**src/rtl/or_unit_rr_arbiter_pkg.sv**
```systemverilog
// or_unit_rr_arbiter_pkg: shared FSM encodings and parameter defaults
package or_unit_rr_arbiter_pkg;
   localparam int N_DEF     = 4;
   localparam int IDW_DEF   = 2;
   localparam int CNT_W_DEF = 8;
   typedef enum logic [1:0] {
      ST_IDLE  = 2'd0,
      ST_ISSUE = 2'd1,
      ST_RESP  = 2'd2
   } state_t;
endpackage

```
**src/rtl/or_unit_rr_arbiter_if.sv**
```systemverilog
// or_unit_rr_arbiter_if: requester-side bundle between requesters and the shared OR arbiter
interface or_unit_rr_arbiter_if
   import or_unit_rr_arbiter_pkg::*;
#(
   parameter int N     = N_DEF,
   parameter int IDW   = IDW_DEF,
   parameter int CNT_W = CNT_W_DEF
);
   logic [N-1:0]     req;
   logic [N-1:0]     a;
   logic [N-1:0]     b;
   logic [N-1:0]     gnt;
   logic             y_valid;
   logic             y;
   logic [IDW-1:0]   y_id;
   logic             busy;
   logic [CNT_W-1:0] op_count;
   modport master (output req, a, b, input gnt, y_valid, y, y_id, busy, op_count);
   modport slave  (input req, a, b, output gnt, y_valid, y, y_id, busy, op_count);
endinterface

```
**src/rtl/or_unit_rr_arbiter_rr_priority_pick.sv**
```systemverilog
// rr_priority_pick: first set request after last, scanning upward modulo N
module rr_priority_pick
   import or_unit_rr_arbiter_pkg::*;
#(
   parameter int N   = N_DEF,
   parameter int IDW = IDW_DEF
) (
   input  logic [N-1:0]   req,
   input  logic [IDW-1:0] last,
   output logic           any,
   output logic [IDW-1:0] winner
);
   logic [IDW-1:0] idx;
   assign any = |req;
   // scanning from the far end lets the nearest candidate after last overwrite the others
   always_comb begin
      winner = '0;
      idx    = '0;
      for (int i = N - 1; i >= 0; i--) begin
         idx = IDW'((int'(last) + 1 + i) % N);
         if (req[idx]) winner = idx;
      end
   end
endmodule

```
**src/rtl/or_unit_rr_arbiter.sv**
```systemverilog
// or_unit_rr_arbiter: round-robin sharing of one OR unit, one grant and one tagged result per transaction
module or_unit_rr_arbiter
   import or_unit_rr_arbiter_pkg::*;
#(
   parameter int N     = N_DEF,
   parameter int IDW   = IDW_DEF,
   parameter int CNT_W = CNT_W_DEF
) (
   input logic clk,
   input logic rst_n,
   or_unit_rr_arbiter_if.slave bus
);
   state_t           state;
   logic [IDW-1:0]   sel;
   logic [IDW-1:0]   last;
   logic [IDW-1:0]   winner;
   logic             any;
   logic [CNT_W-1:0] cnt;
   rr_priority_pick #(.N(N), .IDW(IDW)) u_pick (
      .req    (bus.req),
      .last   (last),
      .any    (any),
      .winner (winner)
   );
   assign bus.busy     = state != ST_IDLE;
   assign bus.op_count = cnt;
   // y/y_id double as the result registers, so they hold between pulses
   always_ff @(posedge clk or negedge rst_n) begin
      if (!rst_n) begin
         state       <= ST_IDLE;
         sel         <= '0;
         last        <= IDW'(N - 1);
         cnt         <= '0;
         bus.gnt     <= '0;
         bus.y_valid <= 1'b0;
         bus.y       <= 1'b0;
         bus.y_id    <= '0;
      end else begin
         bus.gnt     <= '0;
         bus.y_valid <= 1'b0;
         case (state)
            ST_IDLE: if (any) begin
               sel     <= winner;
               bus.gnt <= N'(1) << winner;
               state   <= ST_ISSUE;
            end
            ST_ISSUE: begin
               bus.y       <= bus.a[sel] | bus.b[sel];
               bus.y_id    <= sel;
               bus.y_valid <= 1'b1;
               last        <= sel;
               state       <= ST_RESP;
            end
            ST_RESP: begin
               cnt   <= &cnt ? cnt : cnt + 1'b1;
               state <= ST_IDLE;
            end
            default: state <= ST_IDLE;
         endcase
      end
   end
endmodule

```
**src/flat_wrapper.sv**
```systemverilog
// flat-port wrapper written by rule: the top's interface ports become plain ports
module or_unit_rr_arbiter_flat import or_unit_rr_arbiter_pkg::*;
#(
   parameter int N     = N_DEF,
   parameter int IDW   = IDW_DEF,
   parameter int CNT_W = CNT_W_DEF
)
  (clk, rst_n, bus_req, bus_a, bus_b, bus_gnt, bus_y_valid, bus_y, bus_y_id, bus_busy, bus_op_count);
  or_unit_rr_arbiter_if #(.N(N), .IDW(IDW), .CNT_W(CNT_W)) bus_i ();
  input logic clk;
  input logic rst_n;
  input wire logic [$bits(bus_i.req)-1:0] bus_req;
  input wire logic [$bits(bus_i.a)-1:0] bus_a;
  input wire logic [$bits(bus_i.b)-1:0] bus_b;
  output wire logic [$bits(bus_i.gnt)-1:0] bus_gnt;
  output wire logic [$bits(bus_i.y_valid)-1:0] bus_y_valid;
  output wire logic [$bits(bus_i.y)-1:0] bus_y;
  output wire logic [$bits(bus_i.y_id)-1:0] bus_y_id;
  output wire logic [$bits(bus_i.busy)-1:0] bus_busy;
  output wire logic [$bits(bus_i.op_count)-1:0] bus_op_count;
  assign bus_i.req = bus_req;
  assign bus_i.a = bus_a;
  assign bus_i.b = bus_b;
  assign bus_gnt = bus_i.gnt;
  assign bus_y_valid = bus_i.y_valid;
  assign bus_y = bus_i.y;
  assign bus_y_id = bus_i.y_id;
  assign bus_busy = bus_i.busy;
  assign bus_op_count = bus_i.op_count;
  or_unit_rr_arbiter #(.N(N), .IDW(IDW), .CNT_W(CNT_W)) u_core (.clk(clk), .rst_n(rst_n), .bus(bus_i));
endmodule
```
**config.mk**
```make
export PLATFORM = sky130hd
export DESIGN_NAME = or_unit_rr_arbiter_flat
export DESIGN_NICKNAME = d
export VERILOG_FILES = /design/src/rtl/or_unit_rr_arbiter_pkg.sv /design/src/rtl/or_unit_rr_arbiter_if.sv /design/src/rtl/or_unit_rr_arbiter_rr_priority_pick.sv /design/src/rtl/or_unit_rr_arbiter.sv /design/src/flat_wrapper.sv
export SDC_FILE = /design/constraint.sdc
export NUM_CORES = 1
export LEC_CHECK = 0
export ABC_AREA = 1
export CAP_MARGIN = 20
export CORE_ASPECT_RATIO = 1.25
export CORE_UTILIZATION = 35
export CTS_CLUSTER_DIAMETER = 60
export DETAILED_ROUTE_END_ITERATION = 16
export GPL_ROUTABILITY_DRIVEN = 0
export SYNTH_ARGS = -nofsm -noshare
export SYNTH_HDL_FRONTEND = slang
export SYNTH_SLANG_ARGS = --single-unit
```
**constraint.sdc**
```tcl
create_clock -name clk -period 2 [get_ports clk]
set_input_delay 0.2 -clock clk [delete_from_list [all_inputs] [get_ports clk]]
set_output_delay 0.2 -clock clk [all_outputs]
set_load 0.02 [all_outputs]
```
==> results_tabular.tex, run 1 <==
\begin{tabular}{lr}
\hline
Metric & Value \\
\hline
\multicolumn{2}{l}{\textbf{Run status}} \\
Run status & completed \\
\multicolumn{2}{l}{\textbf{Route}} \\
Pre-antenna DRT Iters & 4 \\
DRC Markers & 0 \\
Aggregate routed wire length & 2510 um \\
Via count & between 1k and 1.5k \\
Remaining number of nets flagged by the antenna check after routing & 0 \\
Drt wl/cell & between 10 and 15 um \\
Starting DRT DRC Count & 13 \\
Avg Vias per Cell & between 4 and 5 \\
\multicolumn{2}{l}{\textbf{Clock tree}} \\
Max H-tree Level & 1 \\
Resized cells post-CTS & 0 \\
Clock-pin transition on the worst setup and hold timing paths & about 0.080 ns \\
Bufs on Longest Clock Path & 2 \\
Number of sinks driven by the clock tree & 22 \\
CTS tree & done \\
Post-CTS Repair Setup Buffers & 0 \\
\# hold bufs at CTS & 0 \\
Cell chosen for the clock root & clkbuf\_8 \\
Number of buffers added by the clock tree synthesis step & 3 \\
Clock Latency Late Sink & 0.26 ns \\
\multicolumn{2}{l}{\textbf{Power and ir drop}} \\
Static leakage power & approximately 0.8 nW \\
Sequential group share of total power & around a third \\
Net Sw Frac & between 40\% and 50\% \\
Net switching power & approximately 1.1 mW \\
Internal power of the cells & roughly 1.3 mW \\
Worst ir drop on vdd & about 0.8 mV \\
Power per Cell Area & 1480 mW/mm\^{}2 \\
Clock share of power & a little over an eighth \\
Part of the power in combinational logic & a little over half \\
\multicolumn{2}{l}{\textbf{Timing}} \\
Total of endpoints with negative setup slack in the final report & 0 \\
Number of endpoints with negative hold slack in the final report & 0 \\
Max\_slew headroom & between 70\% and 80\% \\
Setup repair after global routing missed its margin & false \\
Final slew viol count & 0 \\
Highest clock rate & about 600 MHz \\
Final worst clock skew & slightly above 0.007 ns \\
Final period utilization & 82.8\% \\
Worst Max-Slew Pin Slew & between 0.3 and 0.4 ns \\
TNS Setup & 0 ns \\
Post-layout min period & $\sim$1.7 ns \\
\multicolumn{2}{l}{\textbf{Floorplanning}} \\
Effective utilization at floorplan & between 30 and 40\% \\
Height of the chip & approximately 68 um \\
Horizontal die dimension & around 55 um \\
I/O pins & 31 \\
Number of cell rows & 23 \\
Core ar. & around 0.0033 mm\^{}2 \\
Die outline area & between 0.003 and 0.004 mm\^{}2 \\
\multicolumn{2}{l}{\textbf{Synth}} \\
Register bit total from synthesis & 22 \\
Number of flops mapped to enable cells by yosys & 0 \\
Top FF cell, synth & dfrtp\_1 \\
Average cell area after synthesis & roughly 7.5 um\^{}2 \\
Yosys top cell area share & 41.2\% \\
Number of nets produced by synthesis & 177 \\
Synthesized instance count & 162 \\
Library cell with the largest summed area after synthesis & dfrtp\_1 \\
Synth area leaders & dfrtp\_1 41\%, nand2\_1 17\%, inv\_1 6.8\% \\
Number of synthesis warnings & 0 \\
Sequential fraction of the synthesis area & between 40\% and 50\% \\
Post-synth ARST share & between 90\% and 100\% \\
Number of different library cells in the post-synthesis netlist & 21 \\
Post-synthesis cell area & 0.00122 mm\^{}2 \\
\multicolumn{2}{l}{\textbf{Worst setup path}} \\
CP required & roughly 1.8 ns \\
Largest driver fanout on the critical path & 5 \\
R2r endpoint & u\_core.sel[0] \\
Endpoint type of the worst setup path & output port \\
Cell count of the worst reg-to-reg path & 11 \\
Start of the worst register-to-register path & u\_core.last[0] \\
End of the critical path & bus\_busy \\
Type of the worst setup path & reg2out \\
Worst setup SP type & flop \\
Setup slack, reg-to-reg & around 0.45 ns \\
Worst setup startpoint & u\_core.state[1] \\
Arrival time at the worst endpoint & 1.46 ns \\
\multicolumn{2}{l}{\textbf{Global route}} \\
Via count of the first global-routing pass & between 1k and 1.5k \\
Remaining global-route overflow & 0 \\
GR Util All Layers & 15.8\% \\
Pin count of the biggest net entering global routing & 23 \\
Initial antenna violation count & 0 \\
First-pass GRT wire length & 4300 um \\
\multicolumn{2}{l}{\textbf{Run}} \\
Number of max-cap violations & 0 \\
\multicolumn{2}{l}{\textbf{Hold path}} \\
Min-Delay Path Class & in2async \\
\multicolumn{2}{l}{\textbf{Finish}} \\
Antenna cells & 0 \\
Share of cells above drive strength 1 & 10.3\% \\
Final cell count without fillers & roughly 230 \\
Number of nets at the end of the flow & roughly 210 \\
Area added between synthesis and finish & 31.8\% \\
\multicolumn{2}{l}{\textbf{Placement}} \\
Input/output buffers & 30 \\
Placed wire-length estimate & $\sim$2000 um \\
Placed cell count & between 200 and 250 \\
\hline
\end{tabular}
## registers in the layout, indices dropped and copies added (netlist names)
signal               cells
u_core.state             2
u_core.sel               2
u_core.bus.y             1
u_core.bus.gnt           4
u_core.bus.y_valid       1
u_core.last              2
u_core.bus.op_count      8
u_core.bus.y_id          2
## worst min-delay path by stage
| stage | depth (start not counted) | slack [ns] | end |
|---|---|---|---|
| after floorplan | 0 | -0.1 | u_core.bus.gnt[0] |
| after global placement | 2 | 0.46 | u_core.bus.y_id[0] |
| after detailed placement | 2 | 0.47 | u_core.bus.y_id[1] |
| after CTS | 2 | 0.29 | u_core.bus.op_count[2] |
| after global routing | 2 | 0.32 | u_core.bus.y_valid |
| final | 2 | 0.27 | u_core.bus.y_valid |
## power by group through the flow
stage / Sequential [mW] / Clock [mW] / Combinational, mW
floorplan: 0.879 / 0 / 0.784
global placement: 0.791 / 0 / 1.26
detailed placement: 0.799 / 0 / 1.28
CTS: 0.790 / 0.325 / 1.29
global route: 0.811 / 0.336 / 1.44
finish: 0.787 / 0.317 / 1.27
## worst max-delay path, stage by stage, from the launching register on
cell and delay, ns:
dfrtp_1 0.43, nor2_1 0.08, inv_1 0.08, clkdlybuf4s50_1 0.60
## Yosys cell counts, types with 2 or more instances
cell / instances
buf_6: 2
dfrtp_1: 20
dfstp_2: 2
inv_1: 22
nand2_1: 55
nand2_2: 9
nand3_1: 8
nand4_1: 3
nor2_1: 15
nor3_1: 6
o21ai_0: 5
xnor2_1: 2
xor2_1: 5
## logic make-up (layout without fill, tap and decap cells)
logic type | count (synthesis) | count (layout) | share of synthesized area [%]
adder cells (fa/ha/maj) | 1 | 1 | 1.03
AO/OA/AOI/OAI | 7 | 7 | 3.19
flip-flops | 22 | 22 | 45.5
AND/OR/NAND/NOR | 99 | 99 | 35.8
XOR/XNOR | 7 | 7 | 5.04
buffers and inverters | 26 | 59 | 9.46
## metrics by stage
stage	area [um^2]	power (mW)	hold WS (ns)	util, %	worst slack [ns]
after floorplan	1220	1.66	-0.0956	-	0.544
after global placement	1550	2.05	0.459	47.6	0.471
after detailed placement	1550	2.08	0.466	47.6	0.437
after CTS	1600	2.40	0.285	49.3	0.343
after global routing	1600	2.59	0.319	49.3	0.282
final	1600	2.37	0.272	49.3	0.344
## area by class of cell
cell class              count  area, um^2
fillers                   319        1650
flip-flops and latches     22         553
multi-input cells         114         548
repair buffers             31         308
inverters                  24        92.6
clock buffers               4        55.1
well taps                  37        46.3
## layout by cell type (no fill, tap or decap), types with 2 or more instances in the layout
cell type and count:
nand2_1 55, nand2_2 9, o21ai_0 5, nand4_1 3, nand3_1 8, inv_1 22, clkbuf_8 4, xor2_1 5
clkdlybuf4s50_1 30, nor3_1 6, xnor2_1 2, dfrtp_1 20, nor2_1 15, dfstp_2 2
## layer usage
metal | routed length, um | vias to the layer above | share of wire [%] | track usage (%)
li1 | - | 562 | - | -
met5 | 0 | - | 0 | 0
met2 | 1360 | 25 | 54 | 29.7
met1 | 1030 | 514 | 41 | 16.2
met4 | 50 | 0 | 2.0 | 9.62
met3 | 73 | 8 | 2.9 | 1.33
Note: power is estimated with default switching activity, not from simulation.
==> run 2, diff against run 1 <==
==> constraint.sdc (replaced) <==
create_clock -name clk -period 1.6 [get_ports clk]
set_input_delay 0.16 -clock clk [delete_from_list [all_inputs] [get_ports clk]]
set_output_delay 0.16 -clock clk [all_outputs]
set_load 0.02 [all_outputs]
==> results_tabular.tex, run 2 (synthesis results as in run 1) <==
\begin{tabular}{lr}
\hline
Metric & Value \\
\hline
\multicolumn{2}{l}{\textbf{Run status}} \\
Run status & completed \\
\multicolumn{2}{l}{\textbf{Floorplanning}} \\
Effective utilization at floorplan & approximately 37\% \\
Horizontal die dimension & $\sim$55 um \\
Die outline area & between 0.003 and 0.004 mm\^{}2 \\
Number of cell rows & 23 \\
I/O pins & 31 \\
Core ar. & roughly 0.0033 mm\^{}2 \\
Height of the chip & $\sim$68 um \\
\multicolumn{2}{l}{\textbf{Timing}} \\
Final worst clock skew & 0.00159 ns \\
Max\_slew headroom & a little over two thirds \\
Total of endpoints with negative setup slack in the final report & 0 \\
Highest clock rate & between 600 and 700 MHz \\
Post-layout min period & around 1.5 ns \\
Final period utilization & a little over nine tenths \\
Number of endpoints with negative hold slack in the final report & 0 \\
Crit path setup slack, layout & 0.0782 ns \\
Worst Max-Slew Pin Slew & 0.457 ns \\
Final slew viol count & 0 \\
\multicolumn{2}{l}{\textbf{Route}} \\
DRC Markers & 0 \\
Aggregate routed wire length & roughly 2600 um \\
Pre-antenna DRT Iters & 4 \\
Avg Vias per Cell & 4.63 \\
Starting DRT DRC Count & 17 \\
Via count & 1083 \\
Drt wl/cell & 11.1 um \\
Remaining number of nets flagged by the antenna check after routing & 0 \\
\multicolumn{2}{l}{\textbf{Run}} \\
Number of max-cap violations & 0 \\
\multicolumn{2}{l}{\textbf{Worst setup path}} \\
R2r endpoint & u\_core.bus.gnt[3] \\
Largest driver fanout on the critical path & 6 \\
Setup slack, reg-to-reg & between 0.07 and 0.08 ns \\
Worst setup startpoint & u\_core.last[0] \\
Type of the worst setup path & reg2reg \\
Cell count of the worst reg-to-reg path & 11 \\
Worst setup SP type & flop \\
Start of the worst register-to-register path & u\_core.last[0] \\
Endpoint type of the worst setup path & flop \\
Arrival time at the worst endpoint & $\sim$1.7 ns \\
CP required & approximately 1.8 ns \\
\multicolumn{2}{l}{\textbf{Power and ir drop}} \\
Power per Cell Area & $\sim$1800 mW/mm\^{}2 \\
Static leakage power & $\sim$0.83 nW \\
Worst ir drop on vdd & about 1 mV \\
\multicolumn{2}{l}{\textbf{Global route}} \\
Remaining global-route overflow & 0 \\
Initial antenna violation count & 0 \\
Via count of the first global-routing pass & about 1.0k \\
Pin count of the biggest net entering global routing & 23 \\
GR Util All Layers & 15.8\% \\
First-pass GRT wire length & about 4200 um \\
\multicolumn{2}{l}{\textbf{Clock tree}} \\
Number of buffers added by the clock tree synthesis step & 3 \\
Max H-tree Level & 1 \\
Clock Latency Late Sink & roughly 0.26 ns \\
CTS tree & done \\
Number of sinks driven by the clock tree & 22 \\
Cell chosen for the clock root & clkbuf\_8 \\
Clock-pin transition on the worst setup and hold timing paths & $\sim$0.07 ns \\
Bufs on Longest Clock Path & 2 \\
\multicolumn{2}{l}{\textbf{Finish}} \\
Share of cells above drive strength 1 & a little under an eighth \\
Commonest cells after routing, fill and taps aside & 54 x nand2\_1, 29 x clkdlybuf4s50\_1, 22 x inv\_1, 20 x dfrtp\_1, 14 x nor2\_1 \\
Final design utilization & about half \\
Flip-flop count of the largest register, all copies and words added & 8 \\
Number of nets at the end of the flow & $\sim$210 \\
Area added between synthesis and finish & 33.6\% \\
Most common cell after layout, fill and taps aside & nand2\_1 \\
Antenna cells & 0 \\
\multicolumn{2}{l}{\textbf{Placement}} \\
Placed wire-length estimate & a little under 2000 um \\
Input/output buffers & 30 \\
Place WS & $\sim$0.036 ns \\
\multicolumn{2}{l}{\textbf{Hold path}} \\
Min-Delay Path Class & in2async \\
\hline
\end{tabular}
-- run 2: layout make-up --
cell class / instances / area, um^2
clock buffers: 4 / 45.0
fillers: 327 / 1630
inverters: 24 / 95.1
multi-input cells: 114 / 561
flip-flops and latches: 22 / 553
well taps: 37 / 46.3
repair buffers: 33 / 325
-- run 2: stage by stage --
step	TNS (ns)	power (mW)	hold WS (ns)	cell area (um^2)	cells
2_1_floorplan	0	2.08	-0.136	1220	162
3_3_place_gp	0	2.58	0.458	1560	229
3_5_place_dp	0	2.61	0.470	1560	229
4_1_cts	0	2.96	0.247	1600	233
5_1_grt	-0.00363	3.28	0.282	1630	234
6_report	0	2.99	0.239	1630	234
-- run 2: worst max-delay path by stage --
| stage | endpoint | cells past startpoint |
|---|---|---|
| after floorplan | u_core.bus.op_count[4] | 7 |
| after global placement | u_core.sel[0] | 12 |
| after detailed placement | u_core.bus.gnt[3] | 11 |
| after CTS | u_core.bus.gnt[3] | 10 |
| after global routing | u_core.bus.gnt[2] | 9 |
| final | u_core.bus.gnt[3] | 11 |
-- run 2: critical path, stage by stage, from the launching register on --
cell and delay (ns):
dfstp_2 0.63, buf_6 0.14, nand2_1 0.06, nand2_2 0.10, nand2_2 0.08, nand2_1 0.08, inv_1 0.04, nand2_1 0.05
nand2_1 0.07, nand2_2 0.08, inv_2 0.04, nor2_1 0.09
-- run 2: timing repair --
item | 4_1_cts | 5_1_grt
endpoints found under the setup margin | 1 | 8
pin swaps | 0 | 1
endpoints found under the hold margin | 0 | 0
gates resized for setup | 1 | 7
buffers inserted | 0 | 1
hold buffers | 0 | 0
-- run 2: report_power, final --
| part | switching, mW | total (mW) | internal (mW) |
|---|---|---|---|
| clock | 0.167 | 0.345 | 0.177 |
| combinational | 0.987 | 1.65 | 0.668 |
| sequential | 0.204 | 0.989 | 0.785 |
| total | 1.36 | 2.99 | 1.63 |
-- run 2: layer usage --
layer | share of wire [%] | vias up | track usage, %
met1 | 42 | 491 | 17.2
met2 | 54 | 21 | 29.7
li1 | - | 567 | -
met4 | 0.96 | 0 | 6.41
met3 | 2.2 | 4 | 1.56
met5 | 0 | - | 0
==> run 3, diff against run 2 <==
--- a/config.mk
+++ b/config.mk
@@ -12,6 +12,7 @@
 export CTS_CLUSTER_DIAMETER = 60
 export DETAILED_ROUTE_END_ITERATION = 16
 export GPL_ROUTABILITY_DRIVEN = 0
+export MAX_ROUTING_LAYER = met4
 export SYNTH_ARGS = -nofsm -noshare
 export SYNTH_HDL_FRONTEND = slang
 export SYNTH_SLANG_ARGS = --single-unit
==> results_tabular.tex, run 3 (synthesis results as in run 1) <==
\begin{tabular}{lr}
\hline
Metric & Value \\
\hline
\multicolumn{2}{l}{\textbf{Run status}} \\
Run status & completed \\
\multicolumn{2}{l}{\textbf{Finish}} \\
Fillers & $\sim$330 \\
Antenna cells & 0 \\
Commonest cells after routing, fill and taps aside & 54 x nand2\_1, 29 x clkdlybuf4s50\_1, 22 x inv\_1, 20 x dfrtp\_1, 14 x nor2\_1 \\
Final cell count without fillers & 234 \\
Most common cell after layout, fill and taps aside & nand2\_1 \\
Area added between synthesis and finish & 33.6\% \\
Flip-flop count of the largest register, all copies and words added & 8 \\
Final design utilization & between 40\% and 50\% \\
Number of nets at the end of the flow & 213 \\
Share of cells above drive strength 1 & between 10\% and 20\% \\
\multicolumn{2}{l}{\textbf{Global route}} \\
Via count of the first global-routing pass & 1044 \\
Global routing usage on met2 & 29.7\% \\
Remaining global-route overflow & 0 \\
First-pass GRT wire length & between 4000 and 5000 um \\
Pin count of the biggest net entering global routing & 23 \\
Most crowded layer after global routing & met2 \\
Global Route met1 Usage & approximately 17\% \\
Initial antenna violation count & 0 \\
GR Layer Usage met3 & 1.56\% \\
GR Util All Layers & about 16\% \\
\multicolumn{2}{l}{\textbf{Floorplanning}} \\
Die outline area & between 0.003 and 0.004 mm\^{}2 \\
Effective utilization at floorplan & 37.4\% \\
Horizontal die dimension & between 50 and 60 um \\
Height of the chip & 67.9 um \\
I/O pins & 31 \\
Number of cell rows & 23 \\
Core ar. & 0.00325 mm\^{}2 \\
\multicolumn{2}{l}{\textbf{Timing}} \\
Total of endpoints with negative setup slack in the final report & 0 \\
Highest clock rate & 658 MHz \\
Number of endpoints with negative hold slack in the final report & 0 \\
Final worst clock skew & 0.00249 ns \\
Crit path setup slack, layout & a little over 0.08 ns \\
Max\_slew headroom & between 60\% and 70\% \\
Post-layout min period & approximately 1.5 ns \\
Worst Max-Slew Pin Slew & approximately 0.45 ns \\
Final slew viol count & 0 \\
Final period utilization & 95.0\% \\
\multicolumn{2}{l}{\textbf{Clock tree}} \\
CTS tree & done \\
Number of sinks driven by the clock tree & 22 \\
\# hold bufs at CTS & 0 \\
Clock-pin transition on the worst setup and hold timing paths & approximately 0.07 ns \\
Bufs on Longest Clock Path & 2 \\
Clock Latency Late Sink & 0.26 ns \\
Max H-tree Level & 1 \\
Cell chosen for the clock root & clkbuf\_8 \\
Number of buffers added by the clock tree synthesis step & 3 \\
\multicolumn{2}{l}{\textbf{Route}} \\
Via count & approximately 1.1k \\
Remaining number of nets flagged by the antenna check after routing & 0 \\
Drt wl/cell & 11.1 um \\
Starting DRT DRC Count & 17 \\
Pre-antenna DRT Iters & 4 \\
Avg Vias per Cell & between 4 and 5 \\
Aggregate routed wire length & approximately 2600 um \\
DRC Markers & 0 \\
\multicolumn{2}{l}{\textbf{Worst setup path}} \\
Largest driver fanout on the critical path & 6 \\
CP required & approximately 1.8 ns \\
Type of the worst setup path & reg2reg \\
Worst setup SP type & flop \\
Endpoint type of the worst setup path & flop \\
Arrival time at the worst endpoint & roughly 1.7 ns \\
\multicolumn{2}{l}{\textbf{Placement}} \\
Place WS & 0.0355 ns \\
Input/output buffers & 30 \\
Placed cell count & 229 \\
Placed wire-length estimate & 1990 um \\
\multicolumn{2}{l}{\textbf{Power and ir drop}} \\
Worst ir drop on vdd & approximately 1 mV \\
Static leakage power & slightly above 0.8 nW \\
Power per Cell Area & roughly 1800 mW/mm\^{}2 \\
Overall power after layout & approximately 3 mW \\
\multicolumn{2}{l}{\textbf{Run}} \\
Number of max-cap violations & 0 \\
\multicolumn{2}{l}{\textbf{Hold path}} \\
Min-Delay Path Class & in2async \\
\hline
\end{tabular}
==> run 3: path summary, 6_finish.rpt <==
kind | from | end | slack (ns) | depth (start not counted)
worst min-delay path | rst_n | u_core.bus.op_count[2] | 0.24 | 2
worst min register to register | u_core.bus.y_id[0] | u_core.bus.y_id[0] | 0.48 | 2
max in group asynchronous | rst_n | u_core.last[1] | 1.08 | 2
min in group clk | u_core.bus.y_id[0] | u_core.bus.y_id[0] | 0.48 | 2
worst max register to register | u_core.last[0] | u_core.bus.gnt[3] | 0.08 | 11
worst max-delay path | u_core.last[0] | u_core.bus.gnt[3] | 0.08 | 11
==> run 3: layout make-up <==
class / count / area [um^2] / area share (%)
Multi-Input combinational cell: 114 / 561 / 34.5
Sequential cell: 22 / 553 / 34.0
Inverter: 24 / 95.1 / 5.85
Tap cell: 37 / 46.3 / 2.85
Timing Repair Buffer: 33 / 325 / 20.0
Clock buffer: 4 / 45.0 / 2.77
==> run 3: per-layer routing <==
layer	vias up	share of wire (%)
met5	-	0
met4	0	1.4
met3	4	2.9
met2	24	54
met1	490	42
li1	568	-
==> run 3: metrics by stage <==
step | instance area, um^2 | setup TNS (ns) | hold slack [ns]
after global placement | 1560 | 0 | 0.458
after floorplan | 1220 | 0 | -0.136
after detailed placement | 1560 | 0 | 0.470
after global routing | 1630 | -0.00363 | 0.282
final | 1630 | 0 | 0.239
after CTS | 1600 | 0 | 0.247
==> run 3: worst max-delay path, cell delays in order, from the launching register on <==
cell,delay (ns)
dfstp_2,0.63
buf_6,0.14
nand2_1,0.06
nand2_2,0.10
nand2_2,0.08
nand2_1,0.08
inv_1,0.04
nand2_1,0.05
nand2_1,0.07
nand2_2,0.08
inv_2,0.04
nor2_1,0.09
==> run 3: where the power goes <==
group | total, mW | switching [mW] | internal (mW)
clock | 0.345 | 0.168 | 0.177
sequential | 0.989 | 0.203 | 0.785
combinational | 1.65 | 0.986 | 0.668
total | 2.99 | 1.36 | 1.63
==> run 3: timing repair <==
action                     in CTS  in global routing
pin swaps                       0                  1
setup endpoints to repair       1                  8
setup buffers                   0                  1
gates resized for setup         1                  7
hold endpoints to repair        0                  0
